===== config.mk =====
export PLATFORM = sky130hd
export DESIGN_NAME = pipe_hazard_ctrl
export DESIGN_NICKNAME = d
export VERILOG_FILES = /design/src/rtl/pipe_hazard_ctrl.sv
export SDC_FILE = /design/constraint.sdc
export NUM_CORES = 1
export LEC_CHECK = 0
export ABC_AREA = 1
export CORE_MARGIN = 10
export CORE_UTILIZATION = 25
export DETAILED_ROUTE_END_ITERATION = 10
export HOLD_SLACK_MARGIN = 0.03
export PLACE_DENSITY_LB_ADDON = 0.12
export SLEW_MARGIN = 40
export SYNTH_ARGS = -nofsm -noshare
export SYNTH_HDL_FRONTEND = slang
export SYNTH_SLANG_ARGS = --single-unit

===== constraint.sdc =====
create_clock -name clk -period 2.4 [get_ports clk]
set_clock_uncertainty 0.05 [all_clocks]
set_input_delay 0.48 -clock clk [delete_from_list [all_inputs] [get_ports clk]]
set_output_delay 0.48 -clock clk [all_outputs]
set_load 0.01 [all_outputs]

===== src/rtl/pipe_hazard_ctrl.sv =====
// ---------------------------------------------------------------------------
// pipe_hazard_ctrl
//
// Central pipeline sequencer for the 5-stage core. Owns the fetch, decode and
// execute flop enables and produces hazStall / flushPipe for the execute
// stage and the surrounding pipe registers.
//
// Responsibilities:
//   - RAW hazard detection without forwarding (EX, MEM and WB writers).
//   - Multi-cycle flush after a taken branch or jump.
//   - Full freeze while data memory is not ready.
//   - Parking the core on halt.
//   - Stall watchdog that flags a pipe stuck in hazStall.
//
// Parameters:
//   FLUSH_CYC   cycles flushPipe is held after a redirect (1..7)
//   STALL_MAX   consecutive hazStall cycles before err sets (2..255)
//
// Ports:
//   clk                 system clock, all state on rising edge
//   rst                 synchronous, active-low reset
//   idRdReg1/idRd1En    decode source register 1 and its read enable
//   idRdReg2/idRd2En    decode source register 2 and its read enable
//   exWriteReg/exRegWrt     destination / write enable of instr in execute
//   memWriteReg/memRegWrt   destination / write enable of instr in memory
//   wbWriteReg/wbRegWrt     destination / write enable of instr in writeback
//   doBranch, jump      registered taken-branch / jump from execute
//   iMemStall           instruction memory not ready
//   dMemStall           data memory not ready
//   halt                halt instruction reached writeback
//   pcEn                PC register load enable
//   ifIdEn              IF/ID register load enable
//   ifIdBubble          IF/ID loads NOP instead of fetched instr
//   idExBubble          ID/EX loads control zeros
//   hazStall            freezes EX/MEM enables in the execute stage
//   flushPipe           clears younger pipe stages
//   halted              core parked
//   err                 sticky watchdog error
//   state               debug: current FSM state (RUN=0 FLUSH=1 MEMWAIT=2 HALT=3)
// ---------------------------------------------------------------------------
module pipe_hazard_ctrl #(
    parameter int FLUSH_CYC = 2,
    parameter int STALL_MAX = 8
) (
    input  logic       clk,
    input  logic       rst,
    input  logic [2:0] idRdReg1,
    input  logic       idRd1En,
    input  logic [2:0] idRdReg2,
    input  logic       idRd2En,
    input  logic [2:0] exWriteReg,
    input  logic       exRegWrt,
    input  logic [2:0] memWriteReg,
    input  logic       memRegWrt,
    input  logic [2:0] wbWriteReg,
    input  logic       wbRegWrt,
    input  logic       doBranch,
    input  logic       jump,
    input  logic       iMemStall,
    input  logic       dMemStall,
    input  logic       halt,
    output logic       pcEn,
    output logic       ifIdEn,
    output logic       ifIdBubble,
    output logic       idExBubble,
    output logic       hazStall,
    output logic       flushPipe,
    output logic       halted,
    output logic       err,
    output logic [1:0] state
);

    localparam int              SCW          = $clog2(STALL_MAX + 1);
    localparam logic [2:0]      FLUSH_RELOAD = 3'(FLUSH_CYC - 1);
    localparam logic [SCW-1:0]  STALL_LIM    = SCW'(STALL_MAX);

    typedef enum logic [1:0] {
        ST_RUN     = 2'd0,
        ST_FLUSH   = 2'd1,
        ST_MEMWAIT = 2'd2,
        ST_HALT    = 2'd3
    } state_t;

    state_t         r_state;
    state_t         w_state_nxt;
    logic [2:0]     r_flush_cnt;
    logic [2:0]     w_flush_cnt_nxt;
    logic           r_pend_redir;
    logic           w_pend_redir_nxt;
    logic [SCW-1:0] r_stall_cnt;
    logic [SCW-1:0] w_stall_cnt_nxt;
    logic           r_err;

    logic w_hit1;
    logic w_hit2;
    logic w_raw;
    logic w_redirect;

    logic w_pc_en;
    logic w_ifid_en;
    logic w_ifid_bubble;
    logic w_idex_bubble;
    logic w_haz_stall;
    logic w_flush;

    // RAW detection: a disabled source never hits; register 0 is an ordinary
    // register here, so no zero-register exclusion.
    assign w_hit1 = idRd1En & ((exRegWrt  & (exWriteReg  == idRdReg1)) |
                               (memRegWrt & (memWriteReg == idRdReg1)) |
                               (wbRegWrt  & (wbWriteReg  == idRdReg1)));
    assign w_hit2 = idRd2En & ((exRegWrt  & (exWriteReg  == idRdReg2)) |
                               (memRegWrt & (memWriteReg == idRdReg2)) |
                               (wbRegWrt  & (wbWriteReg  == idRdReg2)));
    assign w_raw      = w_hit1 | w_hit2;
    assign w_redirect = doBranch | jump;

    // Next-state and unforced outputs
    always_comb begin
        w_state_nxt      = r_state;
        w_flush_cnt_nxt  = r_flush_cnt;
        w_pend_redir_nxt = r_pend_redir;
        w_pc_en          = 1'b0;
        w_ifid_en        = 1'b0;
        w_ifid_bubble    = 1'b0;
        w_idex_bubble    = 1'b0;
        w_haz_stall      = 1'b0;
        w_flush          = 1'b0;

        case (r_state)
            ST_RUN: begin
                if (w_redirect) begin
                    w_flush         = 1'b1;
                    w_idex_bubble   = 1'b1;
                    w_pc_en         = 1'b1;
                    w_ifid_en       = 1'b1;
                    w_ifid_bubble   = 1'b1;
                    w_state_nxt     = ST_FLUSH;
                    w_flush_cnt_nxt = FLUSH_RELOAD;
                end else if (dMemStall) begin
                    w_haz_stall = 1'b1;
                    w_state_nxt = ST_MEMWAIT;
                end else if (w_raw) begin
                    w_idex_bubble = 1'b1;
                    w_haz_stall   = 1'b1;
                end else if (iMemStall) begin
                    // Hold the PC but keep feeding bubbles into decode.
                    w_ifid_en     = 1'b1;
                    w_ifid_bubble = 1'b1;
                end else begin
                    w_pc_en   = 1'b1;
                    w_ifid_en = 1'b1;
                end
            end

            ST_FLUSH: begin
                w_flush       = 1'b1;
                w_idex_bubble = 1'b1;
                w_ifid_bubble = 1'b1;
                w_ifid_en     = 1'b1;
                w_pc_en       = ~iMemStall;
                // dMemStall is deliberately ignored while flushing.
                if (w_redirect) begin
                    w_flush_cnt_nxt = FLUSH_RELOAD;
                end else if (r_flush_cnt == 3'd0) begin
                    w_state_nxt = ST_RUN;
                end else begin
                    w_flush_cnt_nxt = r_flush_cnt - 3'd1;
                end
            end

            ST_MEMWAIT: begin
                w_haz_stall = 1'b1;
                if (!dMemStall) begin
                    if (r_pend_redir || w_redirect) begin
                        w_state_nxt      = ST_FLUSH;
                        w_flush_cnt_nxt  = FLUSH_RELOAD;
                        w_pend_redir_nxt = 1'b0;
                    end else begin
                        w_state_nxt = ST_RUN;
                    end
                end else if (w_redirect) begin
                    // Remember the redirect until memory releases the pipe.
                    w_pend_redir_nxt = 1'b1;
                end
            end

            default: begin
                w_idex_bubble = 1'b1;
                w_haz_stall   = 1'b1;
            end
        endcase

        // Halt wins over everything; outputs of this cycle stay as above.
        if (halt) begin
            w_state_nxt = ST_HALT;
        end
    end

    // Watchdog: saturating run-length of hazStall, frozen while parked.
    always_comb begin
        w_stall_cnt_nxt = r_stall_cnt;
        if (r_state != ST_HALT) begin
            if (w_haz_stall) begin
                if (r_stall_cnt != STALL_LIM) begin
                    w_stall_cnt_nxt = r_stall_cnt + 1'b1;
                end
            end else begin
                w_stall_cnt_nxt = '0;
            end
        end
    end

    always_ff @(posedge clk) begin
        if (!rst) begin
            r_state      <= ST_RUN;
            r_flush_cnt  <= 3'd0;
            r_pend_redir <= 1'b0;
            r_stall_cnt  <= '0;
            r_err        <= 1'b0;
        end else begin
            r_state      <= w_state_nxt;
            r_flush_cnt  <= w_flush_cnt_nxt;
            r_pend_redir <= w_pend_redir_nxt;
            r_stall_cnt  <= w_stall_cnt_nxt;
            r_err        <= r_err | (w_stall_cnt_nxt == STALL_LIM);
        end
    end

    // While reset is asserted the pipe is held flushed and everything else
    // is quiet, independent of the registered state.
    assign pcEn       = rst & w_pc_en;
    assign ifIdEn     = rst & w_ifid_en;
    assign ifIdBubble = rst & w_ifid_bubble;
    assign idExBubble = rst & w_idex_bubble;
    assign hazStall   = rst & w_haz_stall;
    assign flushPipe  = ~rst | w_flush;
    assign halted     = rst & (r_state == ST_HALT);
    assign err        = rst & r_err;
    assign state      = rst ? r_state : 2'd0;

endmodule

# Word level (Yosys, flattened, before mapping)
# Index checks and enable logic that the tools add are counted.
# classes
addsub,2
eq_ne,21
mux,44
bitwise_logic,25
reduce_logical,9
# ops
operator,count
1-bit two-way mux,21
3-bit == test,6
1-bit bitwise AND,15
3-bit two-way mux,5
2-bit two-way mux,7
4-bit two-way mux,3
3-bit inequality test (second input constant),4
1-bit case mux with 2 select lines,6
5-bit AND reduction,2
3-bit case mux with 3 select lines,1
2-bit inequality test (second input constant),4
4-bit inequality test (second input constant),2
1-bit OR,8
2-bit case mux with 3 select lines,1
4-bit by 1-bit adder with 4-bit output (second input constant),1
2-bit == test (second input constant),2
4-bit == test (second input constant),1
4-bit nonzero test,1
3-bit zero test,1
3-bit AND reduction,1
3-bit nonzero test,1
3-bit by 1-bit subtractor with 3-bit output (second input constant),1
2-bit by 1-bit == test with 1-bit output (second input constant),1
2-bit zero test,1
4 further kinds,5
# totals
register_bits,11
inputBits,27
out_inout_bits,10
elab_cells,106

# Logic depth before layout (Yosys ltp)
# Gate-level depths: netlist (run 1).
# depth
word_depth,14
ltp_mapped,15
mapped_depth_nobuf,15

# Least setup slack after synthesis (run 1)
# No wires, ideal clock.
# synth_timing
kind,input-to-output
start,input port rst
end,output port idExBubble
arrival_time_ps,1353
required_time_ps,1870
path_slack_ps,517
path_stages,4
n_path_buf,2
cell_sequence,clkbuf_1 -> inv_1 -> clkbuf_1 -> a221oi_1
# synth_via
elab_chain_cells,1
# synth_rtl
element,line_no,source
start: declaration,46,"input logic rst,"
1-bit bitwise AND,234,assign idExBubble = rst & w_idex_bubble;
end: declaration,65,"output logic idExBubble,"
# No other way between the ends.

# Final worst setup path (run 1)
# layout_timing
start,input port exWriteReg[0]
end,output port pcEn
# layout_via
elab_chain_cells,11
elab_cells_between_ends,16
cone_classes,eq/ne (2); mux (4); bitwise (10)
# layout_rtl
element,line_no,source
start: declaration,51,"input logic [2:0] exWriteReg,"
3-bit == test (on tied branches),"108, 111",
1-bit bitwise AND (on tied branches),"108, 111",
1-bit OR (on tied branches),"108, 111",
1-bit OR (on tied branches),"109, 112",
1-bit bitwise AND (on tied branches),"108, 111",
1-bit OR *,114,assign w_raw = w_hit1 | w_hit2;
1-bit two-way mux *,142,end else if (w_raw) begin
1-bit two-way mux *,139,end else if (dMemStall) begin
1-bit two-way mux *,131,if (w_redirect) begin
1-bit case mux with 2 select lines *,129,case (r_state)
1-bit bitwise AND *,231,assign pcEn = rst & w_pc_en;
end: declaration,62,"output logic pcEn,"
# Every way passes the cells marked *; elsewhere a longest branch is shown, timed or not.

==> results of run 1 <==
-- where the power goes --
group / switching (W) / internal, W / total, W / leakage [nW]
Combinational: 0.000170 / 0.000136 / 0.000306 / 0.874
Sequential: 0.00000902 / 0.000197 / 0.000206 / 0.0902
Clock: 0.0000802 / 0.000117 / 0.000198 / 0.0228
Total: 0.000259 / 0.000451 / 0.000710 / 0.987
-- cell families after synthesis --
family,after synthesis,synth area share
flip-flops,11,0.187
buffers and inverters,42,0.134
adder cells (fa/ha/maj),9,0.0956
XOR/XNOR,4,0.0298
AND/OR/NAND/NOR,126,0.452
AO/OA/AOI/OAI,18,0.102
-- through the flow --
| step | setup TNS [ps] | util |
|---|---|---|
| after CTS | -11.6 | 0.388 |
| after global routing | -5.61 | 0.393 |
| after global placement | -2990 | 0.379 |
| after floorplan | 0 | - |
| after detailed placement | -2880 | 0.379 |
| final | 0 | 0.393 |
-- state kept, by name, summed over array words and instances (netlist names) --
| name | cells |
|---|---|
| r_stall_cnt | 4 |
| r_pend_redir | 1 |
| r_flush_cnt | 3 |
| r_err | 1 |
| r_state | 2 |
-- final timing paths --
path / endpoint / from / slack [ps] / cells past startpoint
max: pcEn / exWriteReg[0] / 110 / 13
min: r_err / r_err / 410 / 2
max reg2reg: r_flush_cnt[2] / r_state[0] / 500 / 10
min reg2reg: r_err / r_err / 410 / 2
-- routing by layer --
metal / part of all wire / vias up
met4: 0.015 / 0
li1: - / 743
met5: 0 / -
met1: 0.49 / 517
met3: 0.034 / 5
met2: 0.46 / 16
-- cells in the mapped netlist (4+ instances only) --
library cell  number
nor3_1             4
dfxtp_1           11
ha_1               9
nand3_1            7
inv_2              6
nand2_1           73
nand2_2            5
inv_1             34
nor2_1            30
a21oi_1            9
-- critical path, delay by kind of cell --
kind | cells | cell delay, ps
buf+inv | 3 | 490
compound gates | 1 | 120
simple gates | 9 | 670
-- what timing repair did --
action	4_1_cts	5_1_grt
pin swaps	8	4
hold endpoints to repair	0	0
endpoints found under the setup margin	6	9
resized for setup	51	18
-- area by class of cell --
class | count | area [sq um]
fillers | 516 | 2700
clock buffers | 4 | 45.0
multi-input cells | 157 | 865
repair buffers | 48 | 400
flip-flops and latches | 11 | 220
well taps | 52 | 65.1
inverters | 40 | 150
==> results.md, run 1 <==
- Status: finished clean
- Hold WS: 408 ps
- Drt drc: 0
- Fmax: 437 MHz
- CP cell instances: dlygate4sd2_1, inv_1, nand2_1, nand2_1, nor2_2, nand2_1, nand3_2, nand2_2, nand3_4, nand3_2, nand3_2, o22ai_2, buf_2
- Netlist cell types: 25
- Synth area leaders: nand2_1 (23%), dfxtp_1 (19%), inv_1 (11%)
- Overall routed net length: 3.43 mm
- Most common cell after layout, fill and taps aside: nand2_1
- Rows: 24
- First-pass GRT wire length: 5.88 mm
- Via/cell ratio: 4.11
- EDFF count, synth: 0
- Crit share post-route: 0.954
- Core area: 4440 sq um
- Vert. Die Dim: 88.6 um
- CTS tree: yes
- DIE AREA: 7850 sq um
- Clock buffer depth: 2
- Largest net degree at the start of global routing: 7
- # setup viols final: 0
- # H-tree levels: 1
- Share of layout cells above drive strength 1: 0.223
- Placed cells: 308
- Most area-hungry cell type in the Yosys netlist: nand2_1
- #FFs+latches synth: 11
- DP HPWL: 2.94 mm
- Wirelength per Cell: 11.0 um
- # hold bufs at CTS: 0
- Synth Instances: 210
- Drt first pass iters: 4
- Critical Path End Type: output port
- Initial core utilization: 0.265
- Area Overhead vs Synth: 48.2%
- Global-route met1 utilization: 0.117
- Peak VDD IR: 262 uV
- Post-synthesis sequential area ratio: 0.187
- Die W: 88.6 um
- Final slew viol count: 0
- Mean Syn Cell Area: 5.61 sq um
- Routing usage on met3: 0.0276
- Net Count, Synth: 246
- Design area: 1750 sq um
- CP max-delay cell: dlygate4sd2_1
- Met2 Resource Use GR: 0.152
- CTS root buf: clkbuf_8
- CP Max Fanout: 3
- Pwr per Cell Area: 407 nW/um^2
- GRT Total Usage: 0.0943
- Final Hold Viols: 0
- Ant. Diodes: 0
- Synth warn: 0
- Nets@finish: 297
- Routability Congestion: 0.811
- Num CTS Buffers: 3
- Critical Path RT: 1870 ps
- Number of clock sinks: 11
- Number of global-route vias before repair: 1290
- Number of port buffers: 36
- Clk pin slew, worst setup/hold paths: 50 ps
- Grt total ovfl: 0
- Post-CTS setup buffer count: 0
- Hold Path Class: reg -> reg
- Largest stage delay on the critical path: 260 ps
- 1st-iter DRT viols: 33
- Clk_lat worst skew: 250 ps
- I/O pin count: 37
- Final WS setup: 112 ps
- Initial antenna violation count: 0
- Top cell type's share of synthesized area: 0.233
- Leakage: 0.987 nW
- Worst EP arrival: 1760 ps
- Leading cell types in the layout, fill and taps excluded: nand2_1 (72), inv_1 (31), nor2_1 (26), dlygate4sd2_1 (12), buf_4 (12)
- Via count: 1281
- Placed Instance Area: 1690 sq um
- Non-Filler Instances: 312
- Place WS: -650 ps
- Post-route minimum period: 2290 ps
- Power, Total: 0.000710 W
- Startpoint type of the worst setup path: primary input
- Asr flop ratio synth: 0
- GRT Max-Usage Layer: met2
- Tightest Pin Transition: 298 ps
- CP Class: in -> out
- Synthesized cell area: 1180 sq um
- Dominant synthesized flop cell: dfxtp_1
- Slew HR: 0.801
- DRT antenna net count: 0
- Max-cap violations: 0
Note: power is estimated with default switching activity, not from simulation.
==> inputs of run 2 (changes only) <==
- CORE_MARGIN: 10 -> 1
- MAX_ROUTING_LAYER: default -> met4
==> run 2 against run 1 <==
Effect of this change: global-route usage rose by 4.5 points; critical path type unchanged; highest routed layer unchanged; core utilization rose by 0.70 points; sequential power barely moved; clock power barely moved; maximum frequency fell by 2.1%; sequential share of layout area fell by 0.22 points.
==> results.md, run 2 (synthesized netlist as in run 1, its figures left out) <==
- Drt first pass iters: 4 (unchanged)
- Share of layout cells above drive strength 1: 0.235 (was 0.223)
- Leakage: 1.03 nW (was 0.987 nW)
- Ant. Diodes: 0 (unchanged)
- Final WS setup: 63.1 ps (was 112 ps)
- Initial antenna violation count: 0 (unchanged)
- Number of clock sinks: 11 (unchanged)
- Num CTS Buffers: 3 (unchanged)
- Largest register FFs: 4 (unchanged)
- RSZ-0062 raised after global routing: no
- 1st-iter DRT viols: 41 (was 33)
- Area Overhead vs Synth: 50.9% (was 48.2%)
- Most flop-heavy register: r_stall_cnt (unchanged)
- Grt total ovfl: 0 (unchanged)
- Final Util: 0.400 (was 0.393)
- Leading cell types in the layout, fill and taps excluded: nand2_1 (72), inv_1 (33), nor2_1 (26), buf_4 (20) (was nand2_1 (72), inv_1 (31), nor2_1 (26), dlygate4sd2_1 (12), buf_4 (12))
- Final Hold Viols: 0 (unchanged)
- DRT antenna net count: 0 (unchanged)
- Min-delay src: r_err (unchanged)
- Crit share post-route: 0.974 (was 0.954)
- Placed Instance Area: 1740 sq um (was 1690 sq um)
- # H-tree levels: 1 (unchanged)
- Status: finished clean (unchanged)
- Number of port buffers: 36 (unchanged)
- Rows: 24 (unchanged)
- Peak VDD IR: 220 uV (was 262 uV)
- CP Max Fanout: 5 (was 3)
- Tightest Pin Transition: 305 ps (was 298 ps)
- Biggest regs: r_stall_cnt: 4 flops, r_flush_cnt: 3 flops, r_state: 2 flops (unchanged)
- Most common cell after layout, fill and taps aside: nand2_1 (unchanged)
- R2R Setup Slk: 540 ps (was 500 ps)
- Design area: 1780 sq um (was 1750 sq um)
- DIE AREA: 4990 sq um (was 7850 sq um)
- Clk_lat worst skew: 250 ps (about the same)
- First-pass GRT wire length: 5.44 mm (was 5.88 mm)
- Number of global-route vias before repair: 1212 (was 1290)
- Overall routed net length: 3.21 mm (was 3.43 mm)
- Largest net degree at the start of global routing: 7 (unchanged)
- Crit. Startpoint: rst (was exWriteReg[0])
- Initial core utilization: 0.265 (unchanged)
- CP Class: in -> out (unchanged)
- Clock buffer depth: 2 (unchanged)
- Drt drc: 0 (unchanged)
- Reg2Reg Launch Point: r_state[0] (unchanged)
- Max-cap violations: 0 (unchanged)
- Power, Total: 0.000717 W (was 0.000710 W)
- CTS tree: yes (unchanged)
- Slew HR: 0.797 (was 0.801)
- Vert. Die Dim: 70.6 um (was 88.6 um)
- CTS root buf: clkbuf_8 (unchanged)
- Startpoint type of the worst setup path: primary input (unchanged)
- Pwr per Cell Area: 403 nW/um^2 (was 407 nW/um^2)
- I/O pin count: 37 (unchanged)
- GRT Total Usage: 0.139 (was 0.0943)
- Die W: 70.6 um (was 88.6 um)
- Total negative slack: 0 ps (unchanged)
- Worst EP arrival: 1810 ps (was 1760 ps)
- # setup viols final: 0 (unchanged)
- Via count: 1337 (was 1281)
- Routability Congestion: 0.824 (was 0.811)
- Core area: 4440 sq um (unchanged)
- Via/cell ratio: 4.18 (was 4.11)
- Post-route minimum period: 2340 ps (was 2290 ps)
- Critical Path End Type: output port (unchanged)
- Place WS: -624 ps (was -650 ps)
- DP HPWL: 2.71 mm (was 2.94 mm)
- Critical Path RT: 1870 ps (about the same)
- Clk pin slew, worst setup/hold paths: 50 ps (about the same)
- # hold bufs at CTS: 0 (unchanged)
- Final slew viol count: 0 (unchanged)
- Nets@finish: 305 (was 297)
- Hold Path Class: reg -> reg (unchanged)
- Fmax: 428 MHz (was 437 MHz)
- Filler cell count: 505 (was 516)
- Wirelength per Cell: 10.0 um (was 11.0 um)
-- run 2: changes by cell type in the layout (fill, tap and decap cells not counted), sizes merged --
| cell | delta |
|---|---|
| clkbuf | +3 |
| dlymetal6s2s | +2 |
| dlygate4sd2 | -8 |
| buf | +8 |
| clkdlybuf4s15 | +3 |
-- run 2: layer usage --
layer / GRT usage / part of all wire / up-vias
met1: 0.194 / 0.54 / 553
met3: 0.0313 / 0.032 / 5
li1: - / - / 759
met5: - / 0 / -
met2: 0.211 / 0.43 / 20
met4: 0.0200 / 0.0031 / 0
-- run 2: repair_timing --
| item | in CTS | in global routing |
|---|---|---|
| endpoints found under the setup margin | 6 | 6 |
| resized for setup | 47 | 23 |
| pin swaps | 6 | 10 |
| setup buffers | 0 | 1 |
-- run 2: worst max-delay path: stages --
cell             delay (ps)
clkdlybuf4s50_1         530
buf_4                   160
nand2_1                  50
inv_1                    50
clkdlybuf4s50_1         530
-- run 2: final timing paths --
kind | endpoint | cells past startpoint
worst max-delay path | halted | 5
worst min register to register | r_err | 2
worst max register to register | r_flush_cnt[2] | 10
worst min-delay path | r_err | 2
-- run 2: area by class of cell --
type                            instances  area, sq um  area share
Clock buffer                            4         45.0      0.0254
Inverter                               40          150      0.0845
Multi-Input combinational cell        157          836       0.470
Sequential cell                        11          220       0.124
Tap cell                               52         65.1      0.0366
Timing Repair Buffer                   56          460       0.259
-- run 2: through the flow --
stage	cells	hold WS, ps
6_report	320	407
5_1_grt	320	457
4_1_cts	319	414
3_5_place_dp	315	400
3_3_place_gp	315	392
2_1_floorplan	210	371
-- run 2: report_power, final --
part	internal, W	switching (W)
logic	0.000144	0.000170
clock network	0.000117	0.0000789
registers	0.000197	0.00000860
total	0.000459	0.000258
==> inputs of run 3 (changes only) <==
- RECOVER_POWER: default -> 100
==> run 3 against run 2 <==
Effect of this change: routed wire length is essentially flat; clock power hardly changed; die area did not move; setup slack worse by 1.8 ps; sequential power hardly changed; count of clock-buffer cells in the layout did not move; register-to-register slack better by 30 ps; combinational power about the same; total power fell by 0.48%; critical path depth unchanged; via count down 0.22%; maximum frequency about the same; largest cell class unchanged.
==> results.md, run 3 (synthesized netlist as in run 1, its figures left out) <==
- Status: finished clean (unchanged)
- 1st-iter DRT viols: 42 (was 41)
- Hold WS: 407 ps (about the same)
- Core area: 4440 sq um (unchanged)
- Largest stage delay on the critical path: 540 ps (was 530 ps)
- Worst EP arrival: 1810 ps (about the same)
- Rows: 24 (unchanged)
- CTS root buf: clkbuf_8 (unchanged)
- Initial antenna violation count: 0 (unchanged)
- CP Max Fanout: 5 (unchanged)
- GRT Total Usage: 0.139 (unchanged)
- Placed Instance Area: 1740 sq um (unchanged)
- Most frequent CP cell: clkdlybuf4s50_1 (unchanged)
- Biggest regs: r_stall_cnt: 4 flops, r_flush_cnt: 3 flops, r_state: 2 flops (unchanged)
- Design area: 1760 sq um (was 1780 sq um)
- Largest net degree at the start of global routing: 7 (unchanged)
- Nets@finish: 305 (unchanged)
- Non-Filler Instances: 320 (unchanged)
- Clk pin slew, worst setup/hold paths: 50 ps (about the same)
- R2R Setup Slk: 570 ps (was 540 ps)
- Hold Path Class: reg -> reg (unchanged)
- CP cell instances: clkdlybuf4s50_1, buf_4, nand2_1, inv_1, clkdlybuf4s50_1 (unchanged)
- Vert. Die Dim: 70.6 um (unchanged)
- Number of clock sinks: 11 (unchanged)
- Max-cap violations: 0 (unchanged)
- Num CTS Buffers: 3 (unchanged)
- Crit. Startpoint: rst (unchanged)
- Via/cell ratio: 4.17 (was 4.18)
- Setup crit end: halted (unchanged)
- Slew HR: 0.798 (was 0.797)
- Met1 WL: 1.73 mm (about the same)
- Routability Congestion: 0.824 (unchanged)
- Clock buffer depth: 2 (unchanged)
- Worst Path Buf+Inv: 4 (unchanged)
- # H-tree levels: 1 (unchanged)
- Clk_lat worst skew: 250 ps (about the same)
- DP HPWL: 2.71 mm (unchanged)
- Critical Path RT: 1870 ps (about the same)
- # setup viols final: 0 (unchanged)
- Final slew viol count: 0 (unchanged)
- CP Class: in -> out (unchanged)
- Startpoint type of the worst setup path: primary input (unchanged)
- Share of layout cells above drive strength 1: 0.213 (was 0.235)
- Reg2Reg Launch Point: r_state[0] (unchanged)
- Die W: 70.6 um (unchanged)
- # hold bufs at CTS: 0 (unchanged)
- Final Hold Viols: 0 (unchanged)
- DRT antenna net count: 0 (unchanged)
- Met2 wire length: 1.38 mm (was 1.37 mm)
- Ant. Diodes: 0 (unchanged)
- Largest register FFs: 4 (unchanged)
- Drt first pass iters: 4 (unchanged)
- Area Overhead vs Synth: 49.8% (was 50.9%)
- Power, Total: 0.000713 W (was 0.000717 W)
- Worst R2R End: r_flush_cnt[2] (unchanged)
- Pwr per Cell Area: 404 nW/um^2 (was 403 nW/um^2)
- Tightest Pin Transition: 303 ps (was 305 ps)
- I/O pin count: 37 (unchanged)
- CP delay by family, top: buffers and inverters (unchanged)
- Leading cell types in the layout, fill and taps excluded: nand2_1 (72), inv_1 (34), nor2_1 (27), buf_4 (18) (was nand2_1 (72), inv_1 (33), nor2_1 (26), buf_4 (20))
- Initial core utilization: 0.265 (unchanged)
- CP max-delay cell: clkdlybuf4s50_1 (unchanged)
- Number of global-route vias before repair: 1212 (unchanged)
- Number of port buffers: 36 (unchanged)
- Overall routed net length: 3.21 mm (about the same)
- RSZ-0062 raised after global routing: no (unchanged)
- Via count: 1334 (was 1337)
- Wirelength per Cell: 10.0 um (about the same)
- Stages on the worst setup path: 5 (unchanged)
- Most common cell after layout, fill and taps aside: nand2_1 (unchanged)
- Grt total ovfl: 0 (unchanged)
- First-pass GRT wire length: 5.44 mm (unchanged)
- Post-route minimum period: 2340 ps (about the same)
- R2r worst-path depth: 10 (unchanged)
- WL met3: 94 um (was 103 um)
- Crit share post-route: 0.974 (about the same)
- Most flop-heavy register: r_stall_cnt (unchanged)
- Peak VDD IR: 219 uV (was 220 uV)
- DIE AREA: 4990 sq um (unchanged)
- CTS tree: yes (unchanged)
- Top routing layer in use: met4 (unchanged)
- Fmax: 428 MHz (about the same)
- Leakage: 1.02 nW (was 1.03 nW)
- Placed cells: 315 (unchanged)
- Critical Path End Type: output port (unchanged)
- Drt drc: 0 (unchanged)
-- run 3: cell types whose count changed in the layout (fill, tap and decap cells not counted), sizes merged --
cell / delta
clkbuf: +6
inv: -1
buf: -6
clkinv: +1
-- run 3: worst min path at each step --
stage / depth (start not counted) / startpoint / slack (ps) / to
2_1_floorplan: 2 / r_err / 370 / r_err
3_3_place_gp: 2 / r_err / 390 / r_err
3_5_place_dp: 2 / r_err / 400 / r_err
4_1_cts: 2 / r_err / 410 / r_err
5_1_grt: 2 / r_err / 460 / r_err
6_report: 2 / r_err / 410 / r_err
-- run 3: timing repair --
action                     in CTS  in global routing
resized for setup              47                 23
pin swaps                       6                 10
buffers inserted                0                  1
setup endpoints to repair       6                  6
-- run 3: worst register-to-register path: stages (launching register included) --
cell	delay [ps]
dfxtp_1	370
inv_1	80
ha_1	230
buf_4	150
nand2_1	50
inv_1	60
nor3_1	150
and3_1	220
nand2_1	80
xor2_1	140
a211oi_1	170
-- run 3: cell type report --
type | count | area, sq um
inverter | 40 | 150
multi-input combinational | 157 | 828
sequential | 11 | 220
timing repair buffer | 56 | 455
fill | 507 | 2680
clock buffer | 4 | 45.0
tap | 52 | 65.1
-- run 3: power by group --
group | total [W] | switching [W] | internal [W]
logic | 0.000312 | 0.000170 | 0.000142
registers | 0.000206 | 0.00000833 | 0.000197
clock network | 0.000195 | 0.0000784 | 0.000117
total | 0.000713 | 0.000257 | 0.000457
-- run 3: per-layer routing --
metal	global-route usage	up-vias
li1	-	757
met1	0.194	552
met2	0.211	20
met3	0.0313	5
met4	0.0200	0
met5	-	-
-- run 3: through the flow --
step	utilization	TNS, ps	worst slack, ps
floorplan	-	0	517
global placement	0.391	-2950	-640
detailed placement	0.391	-2920	-624
CTS	0.399	0	1.90
global route	0.397	0	0.203
finish	0.397	0	61.3
